==> config.mk <==
export PLATFORM = sky130hd
export DESIGN_NAME = gf163_digit_mul_seq
export DESIGN_NICKNAME = d
export VERILOG_FILES = /design/src/rtl/gf163_pkg.sv /design/src/rtl/gf163_digit_mul.sv /design/src/rtl/gf163_digit_mul_seq.sv
export SDC_FILE = /design/constraint.sdc
export NUM_CORES = 2
export LEC_CHECK = 0
export CORE_ASPECT_RATIO = 1.25
export CORE_MARGIN = 2
export CORE_UTILIZATION = 35
export DETAILED_ROUTE_END_ITERATION = 16
export GPL_TIMING_DRIVEN = 0
export PLACE_DENSITY = 0.61
export SLEW_MARGIN = 20
export SYNTH_ARGS = -nofsm -noshare
export SYNTH_HDL_FRONTEND = slang
export SYNTH_SLANG_ARGS = --single-unit
==> constraint.sdc <==
create_clock -name clk -period 22.9 [get_ports clk]
set_clock_uncertainty 0.1 [all_clocks]
set_input_delay 4.58 -clock clk [delete_from_list [all_inputs] [get_ports clk]]
set_output_delay 4.58 -clock clk [all_outputs]
set_load 0.005 [all_outputs]
==> src/rtl/gf163_pkg.sv <==
// Shared definitions for the GF(2^163) datapath: field sizes, the default
// digit width, the field polynomial and the multiplier FSM state encoding.
// No ports; imported by the multiplier, its digit sub-block and the benches.
package gf163_pkg;

    // Field degree and width of an unreduced product (top bit always 0).
    localparam int GF_M     = 163;
    localparam int GF_DW    = 2 * GF_M;

    // Default digit width and the resulting digit count of operand b.
    localparam int GF_DIGIT = 8;
    localparam int GF_NDIG  = (GF_M + GF_DIGIT - 1) / GF_DIGIT;

    // f(x) = x^163 + x^7 + x^6 + x^3 + 1, bit i is the coefficient of x^i.
    localparam logic [GF_M:0] GF_POLY = {1'b1, 155'd0, 8'b1100_1001};

    typedef enum logic [1:0] {
        IDLE = 2'd0,
        RUN  = 2'd1,
        HOLD = 2'd2
    } state_t;

endpackage

==> src/rtl/gf163_digit_mul.sv <==
// Combinational carry-less product of an M-bit polynomial and one DIGIT-bit digit.
// Ports: a (M bits, multiplicand), digit (DIGIT bits), p (M+DIGIT bits, a*digit over GF(2)).
// Purely combinational: no latency, no flow control.
module gf163_digit_mul
    import gf163_pkg::*;
#(
    parameter int M     = GF_M,
    parameter int DIGIT = GF_DIGIT
) (
    input  logic [M-1:0]       a,
    input  logic [DIGIT-1:0]   digit,
    output logic [M+DIGIT-1:0] p
);

    localparam int PW = M + DIGIT;

    // XOR of shifted copies of a, one per set bit of the digit.
    always_comb begin
        p = '0;
        for (int j = 0; j < DIGIT; j++) begin
            if (digit[j]) begin
                p = p ^ (PW'(a) << j);
            end
        end
    end

endmodule

==> src/rtl/gf163_digit_mul_seq.sv <==
// Digit-serial GF(2)[x] multiplier: d = a*b unreduced, DIGIT bits of b per cycle, MSB digit first.
// Latency: accept edge plus NDIG RUN edges; out_valid rises NDIG+1 edges counting the accept edge.
// Backpressure: in_ready only in IDLE; result held in HOLD until out_ready; in_valid ignored while busy.
// Ports: clk, rst (async, active high), in_valid/in_ready/a/b operand handshake,
//        out_valid/out_ready/d result handshake (d is 2*M bits, top bit always 0).
module gf163_digit_mul_seq
    import gf163_pkg::*;
#(
    parameter int M     = GF_M,
    parameter int DIGIT = GF_DIGIT
) (
    input  logic           clk,
    input  logic           rst,
    input  logic           in_valid,
    output logic           in_ready,
    input  logic [M-1:0]   a,
    input  logic [M-1:0]   b,
    output logic           out_valid,
    input  logic           out_ready,
    output logic [2*M-1:0] d
);

    localparam int NDIG = (M + DIGIT - 1) / DIGIT;
    localparam int BW   = NDIG * DIGIT;
    localparam int DW   = 2 * M;
    localparam int PW   = M + DIGIT;
    localparam int CW   = (NDIG > 1) ? $clog2(NDIG + 1) : 1;

    state_t           state;
    state_t           state_nxt;
    logic             load;
    logic             step;
    logic             last;

    logic [M-1:0]     a_reg;
    logic [BW-1:0]    b_reg;
    logic [DW-1:0]    acc;
    logic [CW-1:0]    cnt;

    logic [DIGIT-1:0] b_digit;
    logic [PW-1:0]    pp;

    // Current digit of b, most significant first. The guard keeps the
    // select in range once cnt has stepped past the final digit.
    always_comb begin
        b_digit = '0;
        if (int'(cnt) < NDIG) begin
            b_digit = b_reg[(NDIG - 1 - int'(cnt)) * DIGIT +: DIGIT];
        end
    end

    gf163_digit_mul #(
        .M     (M),
        .DIGIT (DIGIT)
    ) u_digit_mul (
        .a     (a_reg),
        .digit (b_digit),
        .p     (pp)
    );

    assign last = (int'(cnt) == NDIG - 1);

    always_comb begin
        state_nxt = state;
        load      = 1'b0;
        step      = 1'b0;
        in_ready  = 1'b0;
        out_valid = 1'b0;
        case (state)
            IDLE: begin
                in_ready = 1'b1;
                if (in_valid) begin
                    load      = 1'b1;
                    state_nxt = RUN;
                end
            end
            RUN: begin
                step = 1'b1;
                if (last) begin
                    state_nxt = HOLD;
                end
            end
            HOLD: begin
                out_valid = 1'b1;
                // Returning to IDLE only; a new accept needs a further edge.
                if (out_ready) begin
                    state_nxt = IDLE;
                end
            end
            default: begin
                state_nxt = IDLE;
            end
        endcase
    end

    always_ff @(posedge clk or posedge rst) begin
        if (rst) begin
            state <= IDLE;
            a_reg <= '0;
            b_reg <= '0;
            acc   <= '0;
            cnt   <= '0;
        end else begin
            state <= state_nxt;
            if (load) begin
                a_reg <= a;
                b_reg <= BW'(b);
                acc   <= '0;
                cnt   <= '0;
            end else if (step) begin
                // Horner step: the true product fits in DW-1 bits, so bits
                // shifted out of the top of acc are always zero.
                acc <= (acc << DIGIT) ^ DW'(pp);
                cnt <= cnt + CW'(1);
            end
        end
    end

    assign d = acc;

endmodule
# Word level (Yosys, flattened, before mapping)

Index checks and enable logic that the tools add are counted.
Widths: inputs -> output; s select.

Output and inout bits: 328
Word-level logic and storage cells: 48
Input bits: 330
Bits in registers: 659

Shift-type cells: 1
Muxes and demuxes: 22
Bitwise operators: 8
Reduce and logical (&&, ||, !) cells: 3
Order comparisons: 1
Add/subtract/negate cells: 2
Equality and inequality tests: 6

Operator list:

| cell                | count |
|---|---|
| $mux 171            | 7 |
| $mux 326            | 2 |
| $xor 326x171->326   | 1 |
| $xor 171x164->171   | 1 |
| $xor 171x165->171   | 1 |
| $xor 171x166->171   | 1 |
| $xor 171x167->171   | 1 |
| $xor 171x168->171   | 1 |
| $xor 171x169->171   | 1 |
| $xor 171x170->171   | 1 |
| $shiftx 168x9->8    | 1 |
| $mux 163            | 1 |
| $mux 5              | 2 |
| $mux 8              | 1 |
| $mux 2              | 3 |
| $ne 2x2->1 const B  | 3 |
| $pmux 2 s3          | 1 |
| $sub 5x5->6 const A | 1 |
| $add 5x1->5 const B | 1 |
| $eq 5x5->1 const B  | 1 |
| $lt 5x5->1 const B  | 1 |
| $mux 1              | 5 |
| $reduce_and 3->1    | 1 |
| $eq 2x1->1 const B  | 1 |
| 3 further kinds     | 3 |

# Depth between registers and ports, before layout

Depth in word-level cells: 21
Gate-level depth with buffers: 18
Depth with buffers taken out: 11

# Cells and area by module

A second synthesis with hierarchy kept.

Cells, all modules: 5,746
Area total of the unflattened synthesis: 44,331.3 µm²

By module, submodules not included:

| module              | instances | area each (µm²) | cells an instance | seq. area each (µm²) |
|---|---|---|---|---|
| gf163_digit_mul_seq | 1         | 27,894.3        | 3,000             | 16,490.8 |
| gf163_digit_mul     | 1         | 16,437.0        | 2,746             | 0.0 |

# Worst setup path before layout

Ideal clock, no wire load.

Path type: input -> register
Start point: input port in_valid
End point: register acc[179], in the netlist d[179]
Slack: 16,917 ps
Data required time: 22,734 ps
Arrival time: 5,817 ps
Stages: 6
Library setup time: 66 ps
Buffers on the path: 3
Path through: nand2_1 -> clkbuf_1 -> clkbuf_1 -> buf_1 -> nand3_1 -> nand2_1

Longest elaborated chain between the ends: 3
Elaborated cells between the ends (all ways): 4
Classes of those cells: 3 x mux; 1 x reduce/logical

RTL lines:

| item                                          | line                       | source |
|---|---|---|
| start: declaration                            | gf163_digit_mul_seq.sv:14  | `input logic in_valid,` |
| $mux 1 *                                      | gf163_digit_mul_seq.sv:72  | `if (in_valid) begin` |
| $mux 1 *                                      | gf163_digit_mul_seq.sv:69  | `case (state)` |
| $mux 326 or $reduce_bool 2->1 (tied branches) | -                          |  |
| end signal: assignment                        | gf163_digit_mul_seq.sv:113 | `acc <= (acc << DIGIT) ^ DW'(pp);` |
| end: declaration                              | gf163_digit_mul_seq.sv:37  | `logic [DW-1:0] acc;` |

Every way passes the cells marked *; elsewhere a longest branch is shown, timed or not.
A chain may end at the register's enable or synchronous reset.

# Final worst setup path

Start point: input port in_valid
End point: register acc[172], in the netlist d[172]

The elaborated chain is that of the path after synthesis.

==> results.md <==
STA:
- The number of setup violations in the final report is 0.
- Dividing the final minimum period by the clock period gives 31.44%.
- After layout, the worst setup slack is between 15,000 and 20,000 ps.
- The max-slew violation total from the final report is 0.
- The peak clock frequency supported by timing is roughly 140 MHz.
- The relative slew slack is approximately a tenth.
- The post-layout minimum cycle time is 7201 ps.
- Summed over all failing endpoints, the final setup total negative slack is 0 ps.
- The actual slew at the worst max-slew pin is ~1400 ps.
- Setup repair after global routing left no endpoint under its margin.
- The hold violation count in the final report is 0.

Worst setup path:
- The worst setup path is launched from an input pin.
- The kind of end point of the critical path is a flip-flop.
- Of all nets on the critical path, the largest fanout is 11.
- The critical path arrival is around 7700 ps.
- The critical path is of the in2reg type.
- For the worst setup path, the data required time is 23,440 ps.

Clock network:
- Clock tree synthesis found a total of 659 sinks.
- At the later pin of the worst-skew pair, clock insertion delay measures about 720 ps.
- The number of cells upsized or downsized after cts is 0.
- TritonCTS built the clock tree.
- The CTS H-tree depth is 3.
- Buffers added to address setup during post-CTS repair amount to 0.
- After clock tree synthesis, the clock-pin slew on the worst setup and hold paths is around 60 ps.
- The longest clock path from root to sink contains 3 buffers.
- After clock tree synthesis, the flow added hold-fix buffers numbering 0.
- In this run, CTS created clock tree buffers numbering just under 80.
- The buffer type at the clock tree root is clkbuf_16.

GRT:
- The via count of the first global-routing pass is around 41,000.
- After global routing the overflow that remains totals 0.
- The wire length of the first global-routing pass is roughly 300,000 um.
- The initial antenna violation count is 36.
- The pin count of the biggest net entering global routing is 35.
- Global routing consumed, over all layers together, between 30% and 40% of the routing resources.

Placed design:
- The detailed placement HPWL is around 160,000 um.
- The congestion estimate from routability-driven global placement came to 0.9903.
- Input and output buffers added on the ports amount to between 600 and 700.
- The worst slack at placement is around 15,000 ps.

Drt:
- The count of nets left with antenna violations once routing finished came out at 0.
- The routed via count is approximately 40,000.
- The number of search-and-repair iterations in the first detailed-routing pass is 6.
- After detailed routing, the average wire length per cell comes to between 20 and 30 um.
- The final routed DRC violation total is 0.
- Wires add up to between 200,000 and 250,000 um.
- The first routing iteration left just under 4,000 violations.
- The via density per instance is between 5 and 6.

Job:
- The max capacitance violation total is 0.

Floorplan:
- around 660 I/O pins were placed.
- The core footprint is between 100,000 and 150,000 um^2.
- The floorplan step defined a die boundary enclosing ~130,000 um^2.
- The die height is 405.8 um.
- The placement row count is 147.
- For this configuration, the core starts out at a cell density of approximately a third.
- Measured along the x axis, the die boundary spans around 330 um.

Finish:
- The fraction of layout instances using a drive strength above 1 is a little under an eighth.
- For this run, the post-layout net count is around 6,000.
- Relative to the synthesized area, the layout overhead comes to 26.60%.
- The register with the most flip-flops in the layout has between 300 and 400 of them.

Logic synthesis:
- The number of enable flip-flop cells after synthesis is 0.
- The warning count from the yosys run is 0.
- The flip-flop and latch count after synthesis is 659.
- Counting every net in the synthesized netlist gives 5,259.
- The share of async-settable or async-resettable flops after synthesis is 100.0%.
- The most frequently used flop master after synthesis is dfrtp_1.
- Synthesis handed over a netlist of ~4,900 instances.
- A synthesized cell averages a little over 9 um^2.
- After synthesis the cells add up to 45,210 um^2.
- The count of cell types in the netlist is 54.
- The fraction of the yosys area taken by sequential cells is between 30% and 40%.

Status:
- The run finished with clean final reports.

Worst hold path:
- The path class of the tightest hold or removal check is reg2reg.
-- cell usage after synthesis (9+ instances only) --
library cell,number,share of area [%]
xnor2_1,617,12
buf_1,11,0.091
dfrtp_1,659,36
a21oi_1,21,0.23
mux2_2,334,8.3
mux4_2,27,1.3
buf_2,99,1.1
a31oi_1,9,0.12
mux2i_1,32,0.71
o21ai_0,270,3.0
nor2_1,81,0.67
buf_4,31,0.51
nand3_1,371,4.1
o21ai_1,77,0.85
xnor3_1,173,8.6
nand2_1,1390,12
xor2_1,324,6.3
clkbuf_1,322,2.7
-- worst paths after layout --
path                          start   endpoint  slack, ps  cells after the start
max reg2reg                  cnt[0]     d[107]      16220                     16
min                          d[325]     d[325]        400                      2
min in group asynchronous       rst     d[305]       4130                      2
min reg2reg                  d[325]     d[325]        400                      2
max in group asynchronous       rst  a_reg[32]      16720                      9
max                        in_valid     d[172]      15700                      7
-- layout make-up --
type	count	area, um^2
tap	1713	2143
antenna	19	47.55
timing repair buffer	685	7141
clock inverter	32	465.4
inverter	6	26.28
buffer	469	2058
multi-input combinational	3793	26660
clock buffer	105	2203
fill	12670	71140
sequential	659	16490
-- per-stage QoR --
step	utilization (%)	hold WS (ps)	cell area, um^2	cells
after floorplan	-	371.2	45220	4927
final	44.59	397.0	57240	7481
after CTS	44.53	399.3	57160	7460
after detailed placement	42.45	384.3	54490	7323
after global routing	44.57	414.7	57220	7473
after global placement	42.01	370.2	53940	7297
-- cells by family after synthesis --
logic type / after synthesis / share of synthesized area [%]
simple gates: 1878 / 16.84
xor+xnor: 1117 / 26.97
flops: 659 / 36.47
buf+inv: 475 / 4.574
compound gates: 403 / 4.715
mux: 393 / 10.37
fa+ha+maj: 2 / 0.05534
-- layer usage --
layer  GRT usage, %  up-vias  wire length, um
li1               -    17500                -
met1          35.39    20320            75820
met2          52.28     2318           100400
met3          10.07      768            21890
met4          21.46       34            16160
met5              0        -              210
-- critical path: stages --
cell	delay, ps
clkdlybuf4s50_1	410
nand2_1	490
clkbuf_2	610
clkbuf_1	890
clkbuf_1	470
nand3_1	140
nand2_1	100
-- cells in the final DEF, fill, tap and decap left out, drive strengths merged, types with 2 or more instances in the layout --
cell / synthesis / layout
a31oi: 9 / 9
a31o: 4 / 4
nand2b: 6 / 6
clkinvlp: 0 / 4
nand2: 1390 / 1390
nor3: 4 / 4
xor2: 325 / 325
mux4: 27 / 27
buf: 147 / 174
o21a: 3 / 3
clkdlybuf4s50: 0 / 657
or3: 2 / 2
nor2b: 6 / 6
nand3: 371 / 371
mux2: 334 / 334
nor3b: 2 / 2
diode: 0 / 19
and4: 2 / 2
ha: 2 / 2
clkbuf: 322 / 428
clkinv: 0 / 17
xnor3: 173 / 173
o211a: 2 / 2
o211ai: 4 / 4
inv: 6 / 10
a21oi: 21 / 21
mux2i: 32 / 32
a32oi: 2 / 2
bufinv: 0 / 7
xnor2: 618 / 618
and2: 2 / 2
dfrtp: 659 / 659
o21ai: 348 / 348
or2: 2 / 2
nand4: 5 / 5
nor2: 84 / 84
a21o: 2 / 2
Power is left out: the tool's default activity adds up to more than one toggle a clock period on the data nets, which glitch-free logic cannot reach.
